$ cat src/rtl/secure_reg_access_ctrl.sv
// ---------------------------------------------------------------------------
// secure_reg_access_ctrl
//
// Request front-end for the thread-gated secure register. Requests arrive on
// a valid/ready handshake. Only thread 0 is admitted: an admitted request
// produces a single-cycle access strobe and a data response. Any other
// thread gets an error response and counts as a violation. LOCK_THRESH
// consecutive violations close the request port for LOCK_CYCLES cycles.
//
// Optional feature macro: VIOLATION_LOG_EN
//   When defined, adds viol_last_tid (last offending TID) and viol_total
//   (16-bit saturating count of violations). Both are cleared only by rst.
//
// Ports:
//   clk, rst          clock, asynchronous active-high reset
//   req_valid/ready   request handshake
//   req_write         1 = write, 0 = read
//   req_tid           requesting thread ID
//   req_wdata         write data
//   resp_valid/ready  response handshake
//   resp_rdata        read data (0 for writes and errors)
//   resp_err          access denied
//   reg_access_en     single-cycle strobe to the register
//   reg_wr_en         write qualifier (only with reg_access_en)
//   reg_wdata         data to the register
//   reg_rdata         register read data, valid with reg_access_en
//   locked            lockout active
// ---------------------------------------------------------------------------
module secure_reg_access_ctrl #(
    parameter int DATA_WIDTH  = 32,
    parameter int TID_WIDTH   = 4,
    parameter int LOCK_THRESH = 3,
    parameter int LOCK_CYCLES = 16
) (
    input  logic                  clk,
    input  logic                  rst,
    input  logic                  req_valid,
    output logic                  req_ready,
    input  logic                  req_write,
    input  logic [TID_WIDTH-1:0]  req_tid,
    input  logic [DATA_WIDTH-1:0] req_wdata,
    output logic                  resp_valid,
    input  logic                  resp_ready,
    output logic [DATA_WIDTH-1:0] resp_rdata,
    output logic                  resp_err,
    output logic                  reg_access_en,
    output logic                  reg_wr_en,
    output logic [DATA_WIDTH-1:0] reg_wdata,
    input  logic [DATA_WIDTH-1:0] reg_rdata,
    output logic                  locked
`ifdef VIOLATION_LOG_EN
    ,
    output logic [TID_WIDTH-1:0]  viol_last_tid,
    output logic [15:0]           viol_total
`endif
);

    localparam int VW = $clog2(LOCK_THRESH + 1);
    localparam int LW = $clog2(LOCK_CYCLES + 1);
    localparam logic [VW-1:0] THRESH_V  = VW'(LOCK_THRESH);
    localparam logic [LW-1:0] LOCK_INIT = LW'(LOCK_CYCLES - 1);

    typedef enum logic [1:0] {
        IDLE  = 2'd0,
        ISSUE = 2'd1,
        RESP  = 2'd2,
        LOCK  = 2'd3
    } state_t;

    state_t                state_q;
    state_t                state_d;
    logic                  lat_write;
    logic [TID_WIDTH-1:0]  lat_tid;
    logic [DATA_WIDTH-1:0] lat_wdata;
    logic [DATA_WIDTH-1:0] rdata_q;
    logic                  err_q;
    logic [VW-1:0]         viol_cnt;
    logic [LW-1:0]         lock_cnt;

    always_ff @(posedge clk or posedge rst) begin
        if (rst) state_q <= IDLE;
        else     state_q <= state_d;
    end

    // Next-state and handshake/strobe outputs. The strobe is additionally
    // qualified by the latched TID so no path can ever pulse it for a
    // nonzero thread, whatever state the FSM is in.
    always_comb begin
        state_d       = state_q;
        req_ready     = 1'b0;
        resp_valid    = 1'b0;
        reg_access_en = 1'b0;
        locked        = 1'b0;
        case (state_q)
            IDLE: begin
                req_ready = 1'b1;
                if (req_valid) state_d = (req_tid == '0) ? ISSUE : RESP;
            end
            ISSUE: begin
                reg_access_en = (lat_tid == '0);
                state_d       = RESP;
            end
            RESP: begin
                resp_valid = 1'b1;
                if (resp_ready) state_d = (viol_cnt == THRESH_V) ? LOCK : IDLE;
            end
            LOCK: begin
                locked = 1'b1;
                if (lock_cnt == '0) state_d = IDLE;
            end
            default: state_d = IDLE;
        endcase
    end

    // Data outputs are forced to zero outside the cycles where they mean
    // something, so nothing latched from a denied request leaks out.
    assign reg_wr_en  = reg_access_en & lat_write;
    assign reg_wdata  = reg_access_en ? lat_wdata : '0;
    assign resp_rdata = resp_valid ? rdata_q : '0;
    assign resp_err   = resp_valid & err_q;

    // Request latch, response data and the violation/lockout counters.
    always_ff @(posedge clk or posedge rst) begin
        if (rst) begin
            lat_write <= 1'b0;
            lat_tid   <= '0;
            lat_wdata <= '0;
            rdata_q   <= '0;
            err_q     <= 1'b0;
            viol_cnt  <= '0;
            lock_cnt  <= '0;
        end else begin
            case (state_q)
                IDLE: begin
                    if (req_valid) begin
                        lat_write <= req_write;
                        lat_tid   <= req_tid;
                        lat_wdata <= req_wdata;
                        if (req_tid != '0) begin
                            err_q   <= 1'b1;
                            rdata_q <= '0;
                            if (viol_cnt != THRESH_V) viol_cnt <= viol_cnt + VW'(1);
                        end
                    end
                end
                ISSUE: begin
                    rdata_q  <= lat_write ? '0 : reg_rdata;
                    err_q    <= 1'b0;
                    viol_cnt <= '0;
                end
                RESP: begin
                    if (resp_ready && (viol_cnt == THRESH_V)) begin
                        lock_cnt <= LOCK_INIT;
                        viol_cnt <= '0;
                    end
                end
                LOCK: begin
                    if (lock_cnt != '0) lock_cnt <= lock_cnt - LW'(1);
                end
                default: ;
            endcase
        end
    end

`ifdef VIOLATION_LOG_EN
    // Violation log survives lockouts and legal accesses; only rst clears it.
    always_ff @(posedge clk or posedge rst) begin
        if (rst) begin
            viol_last_tid <= '0;
            viol_total    <= '0;
        end else if (state_q == IDLE && req_valid && req_tid != '0) begin
            viol_last_tid <= req_tid;
            if (viol_total != 16'hFFFF) viol_total <= viol_total + 16'd1;
        end
    end
`endif

endmodule

$ cat config.mk
export PLATFORM = sky130hd
export DESIGN_NAME = secure_reg_access_ctrl
export DESIGN_NICKNAME = d
export VERILOG_FILES = /design/src/rtl/secure_reg_access_ctrl.sv
export SDC_FILE = /design/constraint.sdc
export NUM_CORES = 1
export LEC_CHECK = 0
export CORE_MARGIN = 3
export CORE_UTILIZATION = 40
export CTS_BUF_LIST = sky130_fd_sc_hd__clkbuf_4 sky130_fd_sc_hd__clkbuf_8 sky130_fd_sc_hd__clkbuf_16
export CTS_CLUSTER_DIAMETER = 120
export CTS_CLUSTER_SIZE = 28
export DETAILED_ROUTE_END_ITERATION = 6
export GPL_TIMING_DRIVEN = 0
export PLACE_DENSITY = 0.73
export SETUP_SLACK_MARGIN = 0.5
export SLEW_MARGIN = 20
export SYNTH_ARGS = -nofsm -noshare
export SYNTH_HDL_FRONTEND = slang
export SYNTH_SLANG_ARGS = --single-unit
$ cat constraint.sdc
create_clock -name clk -period 5.95 [get_ports clk]
set_input_delay 1.19 -clock clk [delete_from_list [all_inputs] [get_ports clk]]
set_output_delay 1.19 -clock clk [all_outputs]
set_load 0.03 [all_outputs]
==> summary.log <==
INFO  floorplanning  placementRows=34
INFO  placement      io_buffers=142
INFO  synthesis      number_of_different_library_cells_in_the_post_synthesis_netlist=35
INFO  sta            rsz0062_at_grt=no
INFO  floorplanning  die_w=101.7um
INFO  global_routing grt_usage=17.62%
INFO  sta            final-hold-violation-count=0
INFO  synthesis      yosys-mux-area-fraction=12.84%
INFO  cts            clock-root-buffer=sky130_fd_sc_hd__clkbuf_8
INFO  cts            tritoncts=yes
INFO  synthesis      number_of_synthesized_register_bits=79
INFO  synthesis      postSynthCellCount=300
INFO  detailed_routing wl_met1=3818um
INFO  global_routing antenna_violations_before_repair=0
INFO  sta            finalMaxSlewViolations=0
INFO  synthesis      seq_area_frac_synth=53.94%
INFO  cells_and_area multiInputGateArea=0.001572mm2
INFO  detailed_routing detail_route.drc_violations=0
INFO  critical_path  critical_path.startpoint_type=flip-flop
INFO  power          power.density=345.5mW/mm2
INFO  detailed_routing antenna_violating_nets_post_route=0
INFO  sta            max_slew.worst_pin.slew=0.9788ns
INFO  cells_and_area sequential_cell_area=0.001977mm2
INFO  hold_path      min-delay-path-class=reg2reg
INFO  global_routing maximum_number_of_pins_on_one_net_before_global_route_repair=61
INFO  synthesis      synth_area_per_cell=12.22um2
INFO  sta            max_clock_freq=0.2251GHz
INFO  synthesis      basic_gate_share_of_the_synthesized_area_counting_and_or_nand_and_nor_cells=14.85%
INFO  cts            clockBufferDepth=2
INFO  synthesis      yosys_warnings=0
INFO  synthesis      synthXorXnorAreaFrac=0%
INFO  cts            worst_skew_pair.late_latency=0.34ns
INFO  cts            cts-resized-gates=0
INFO  detailed_routing met2_wirelength=4226um
INFO  floorplanning  core-area=0.008806mm2
INFO  cells_and_area final_nets=535
INFO  global_routing overflow_left_after_global_routing=0
INFO  global_routing grt_pass1_vias=2901
INFO  power          finalPower=0.001893W
INFO  cells_and_area num_antenna_cells=0
INFO  floorplanning  die_y=101.7um
INFO  placement      detailed_place.area=0.005251mm2
INFO  power          leakage=2.384nW
INFO  detailed_routing drt-vias-per-instance=4.947
INFO  cts            numCtsBuffers=9
INFO  cells_and_area layout-drive-gt1-share=15.25%
INFO  cts            cts_hold_repair.buffers=0
INFO  global_routing first_pass_grt_wire_length=14320um
INFO  critical_path  cp_max_fo=10
INFO  cts            cts.clk_slew.worst_paths=0.08ns
INFO  detailed_routing drt_iter0_markers=62
INFO  detailed_routing highest_layer_used_for_signal_routing=met4
INFO  sta            period_needed=4.442ns
INFO  floorplanning  start_util=41.62%
INFO  detailed_routing route.met3.wl=719um
INFO  placement      hpwlAfterDp=6629um
INFO  cells_and_area layout.cell_area.non_filler=0.005478mm2
INFO  detailed_routing total_routed_wirelength=8851um
INFO  sta            fin_crit_sh=74.65%
INFO  critical_path  endpoint_kind=output port
INFO  floorplanning  die_area=0.01035mm2
INFO  placement      routabilityCongestion=0.7836
INFO  sta            clock_skew=0.01318ns
INFO  synthesis      synth_fa_ha_area_share=2.731%
INFO  sta            timing.max_slew.rel_slack=34.15%
INFO  run            drv_cap=0
INFO  cells_and_area final_core_utilization=62.21%
INFO  synthesis      compound_gate_portion_of_the_synthesized_area=12.46%
INFO  cts            cts_max_level=3
INFO  cells_and_area fillerInstances=740
INFO  synthesis      syn-num-nets=381
INFO  cts            cts.repair_timing.setup_buffer_count=0
INFO  detailed_routing avgRoutedWirePerCell=15.61um
INFO  sta            tns=0ns
INFO  floorplanning  io-pin-count=143
INFO  synthesis      largest_family_of_logic_cells_by_synthesized_area=simple AND/OR/NAND/NOR gates
INFO  detailed_routing dr_total_vias=2805
INFO  critical_path  crit_arrival=3.25ns
INFO  power          max-vdd-ir-drop=0.0001527V
INFO  detailed_routing drt_pre_antenna_iters=4
INFO  status         status=finished clean
INFO  cells_and_area area_delta_synth_final=49.47%
INFO  critical_path  classification_of_the_worst_setup_path=reg2out
INFO  critical_path  worst-endpoint-required=4.76ns
INFO  cts            tritoncts_num_sinks=79
INFO  synthesis      synth.cell_area=0.003665mm2
INFO  sta            setup_viol=0
[cell usage after synthesis, drive strengths merged]
master / number / area (um2)
dfrtp: 79 / 1977
and2: 67 / 420.4
mux2: 40 / 450.4
a22o: 32 / 280.3
clkbuf: 13 / 48.80
inv: 10 / 37.54
a21oi: 8 / 40.04
ha: 8 / 100.1
buf: 6 / 30.03
nor2: 3 / 11.26
nor2b: 3 / 18.77
a21boi: 2 / 15.01
a21o: 2 / 15.01
a311o: 2 / 20.02
a311oi: 2 / 17.52
mux2i: 2 / 20.02
nand2: 2 / 7.510
nand2b: 2 / 12.51
nor3b: 2 / 15.01
a211oi: 1 / 7.510
a21bo: 1 / 10.01
a221oi: 1 / 8.760
a222oi: 1 / 10.01
and2b: 1 / 8.760
and3: 1 / 6.260
nand3: 1 / 5.000
nor3: 1 / 5.000
nor4: 1 / 6.260
o21a: 1 / 7.510
o2bb2ai: 1 / 8.760
o41ai: 1 / 16.27
or2: 1 / 6.260
or4: 1 / 7.510
or4b: 1 / 13.76
[final cells by class]
class / instances / area share [%]
buffer: 19 / 1.439
clock buffer: 11 / 2.650
clock inverter: 5 / 1.485
inverter: 10 / 0.7309
multi-input combinational: 192 / 28.69
sequential: 79 / 36.09
tap: 108 / 2.467
timing repair buffer: 143 / 26.45
[cell families after synthesis]
kind of cell	after synthesis
multiplexers	42
adder cells (fa/ha/maj)	8
flip-flops	79
buffers and inverters	29
AND/OR/NAND/NOR	87
AO/OA/AOI/OAI	55
[critical path, cell delays in order, from the launching register on]
cell	delay [ns]
sky130_fd_sc_hd__dfrtp_1	0.43
sky130_fd_sc_hd__inv_1	0.16
sky130_fd_sc_hd__ha_1	0.27
sky130_fd_sc_hd__nand2b_1	0.08
sky130_fd_sc_hd__nor4_1	0.75
sky130_fd_sc_hd__clkbuf_1	0.37
sky130_fd_sc_hd__and2_1	0.19
sky130_fd_sc_hd__clkdlybuf4s50_1	0.68
[routing by layer]
metal / global-route usage [%] / vias to the layer above
met5: 0 / -
met4: 4.908 / 0
met3: 5.096 / 8
met2: 28.47 / 105
met1: 23.22 / 1338
li1: - / 1354
[path summary, 6_finish.rpt]
path                                          from                      end  slack (ns)  depth (start not counted)
min in group asynchronous                      rst  rdata_q[25]$_DFFE_PP0P_        1.14                          2
max reg2reg                 state_q[0]$_DFFE_PP0P_   lat_tid[3]$_DFFE_PP0P_        3.80                          7
min reg2reg                rdata_q[20]$_DFFE_PP0P_  rdata_q[20]$_DFFE_PP0P_        0.50                          1
max in group asynchronous                      rst  lock_cnt[0]$_DFFE_PP0P_        4.23                          3
min                        rdata_q[20]$_DFFE_PP0P_  rdata_q[20]$_DFFE_PP0P_        0.50                          1
max                         state_q[1]$_DFFE_PP0P_            reg_wdata[17]        1.51                          7
[state kept, by name (all words and copies together), names as in the netlist]
| register | count |
|---|---|
| err_q | 1 |
| lat_wdata | 32 |
| lat_write | 1 |
| lat_tid | 4 |
| rdata_q | 32 |
| lock_cnt | 5 |
| state_q | 2 |
| viol_cnt | 2 |
[layout by cell type, fill, tap and decap left out, drive strengths merged, types with 2 or more instances in the layout]
master,Yosys,layout
clkdlybuf4s50,0,142
a311oi,2,2
ha,8,8
nor2,3,3
a311o,2,2
nor3b,2,2
and2,67,67
mux2,40,40
a21o,2,2
nand2,2,2
a21boi,2,2
a21oi,8,8
nor2b,3,3
dfrtp,79,79
nand2b,2,2
clkinv,0,2
a22o,32,32
clkbuf,13,24
inv,10,10
buf,6,7
bufinv,0,2
mux2i,2,2
[where the power goes]
group	total [W]	internal, W	switching (W)	leakage [nW]
Sequential	0.000788	0.000706	0.0000821	0.990
Combinational	0.000662	0.000336	0.000326	1.28
Clock	0.000442	0.000253	0.000189	0.113
Total	0.00189	0.00130	0.000598	2.38
[per-stage QoR]
step           setup slack, ns  instances  hold WS [ns]
2_1_floorplan            2.676        300        0.4579
3_3_place_gp             1.487        550        0.4752
3_5_place_dp             1.799        551        0.4761
4_1_cts                  1.421        567        0.5002
5_1_grt                  1.232        567        0.5128
6_report                 1.508        567        0.4986
Note: power is estimated with default switching activity, not from simulation.
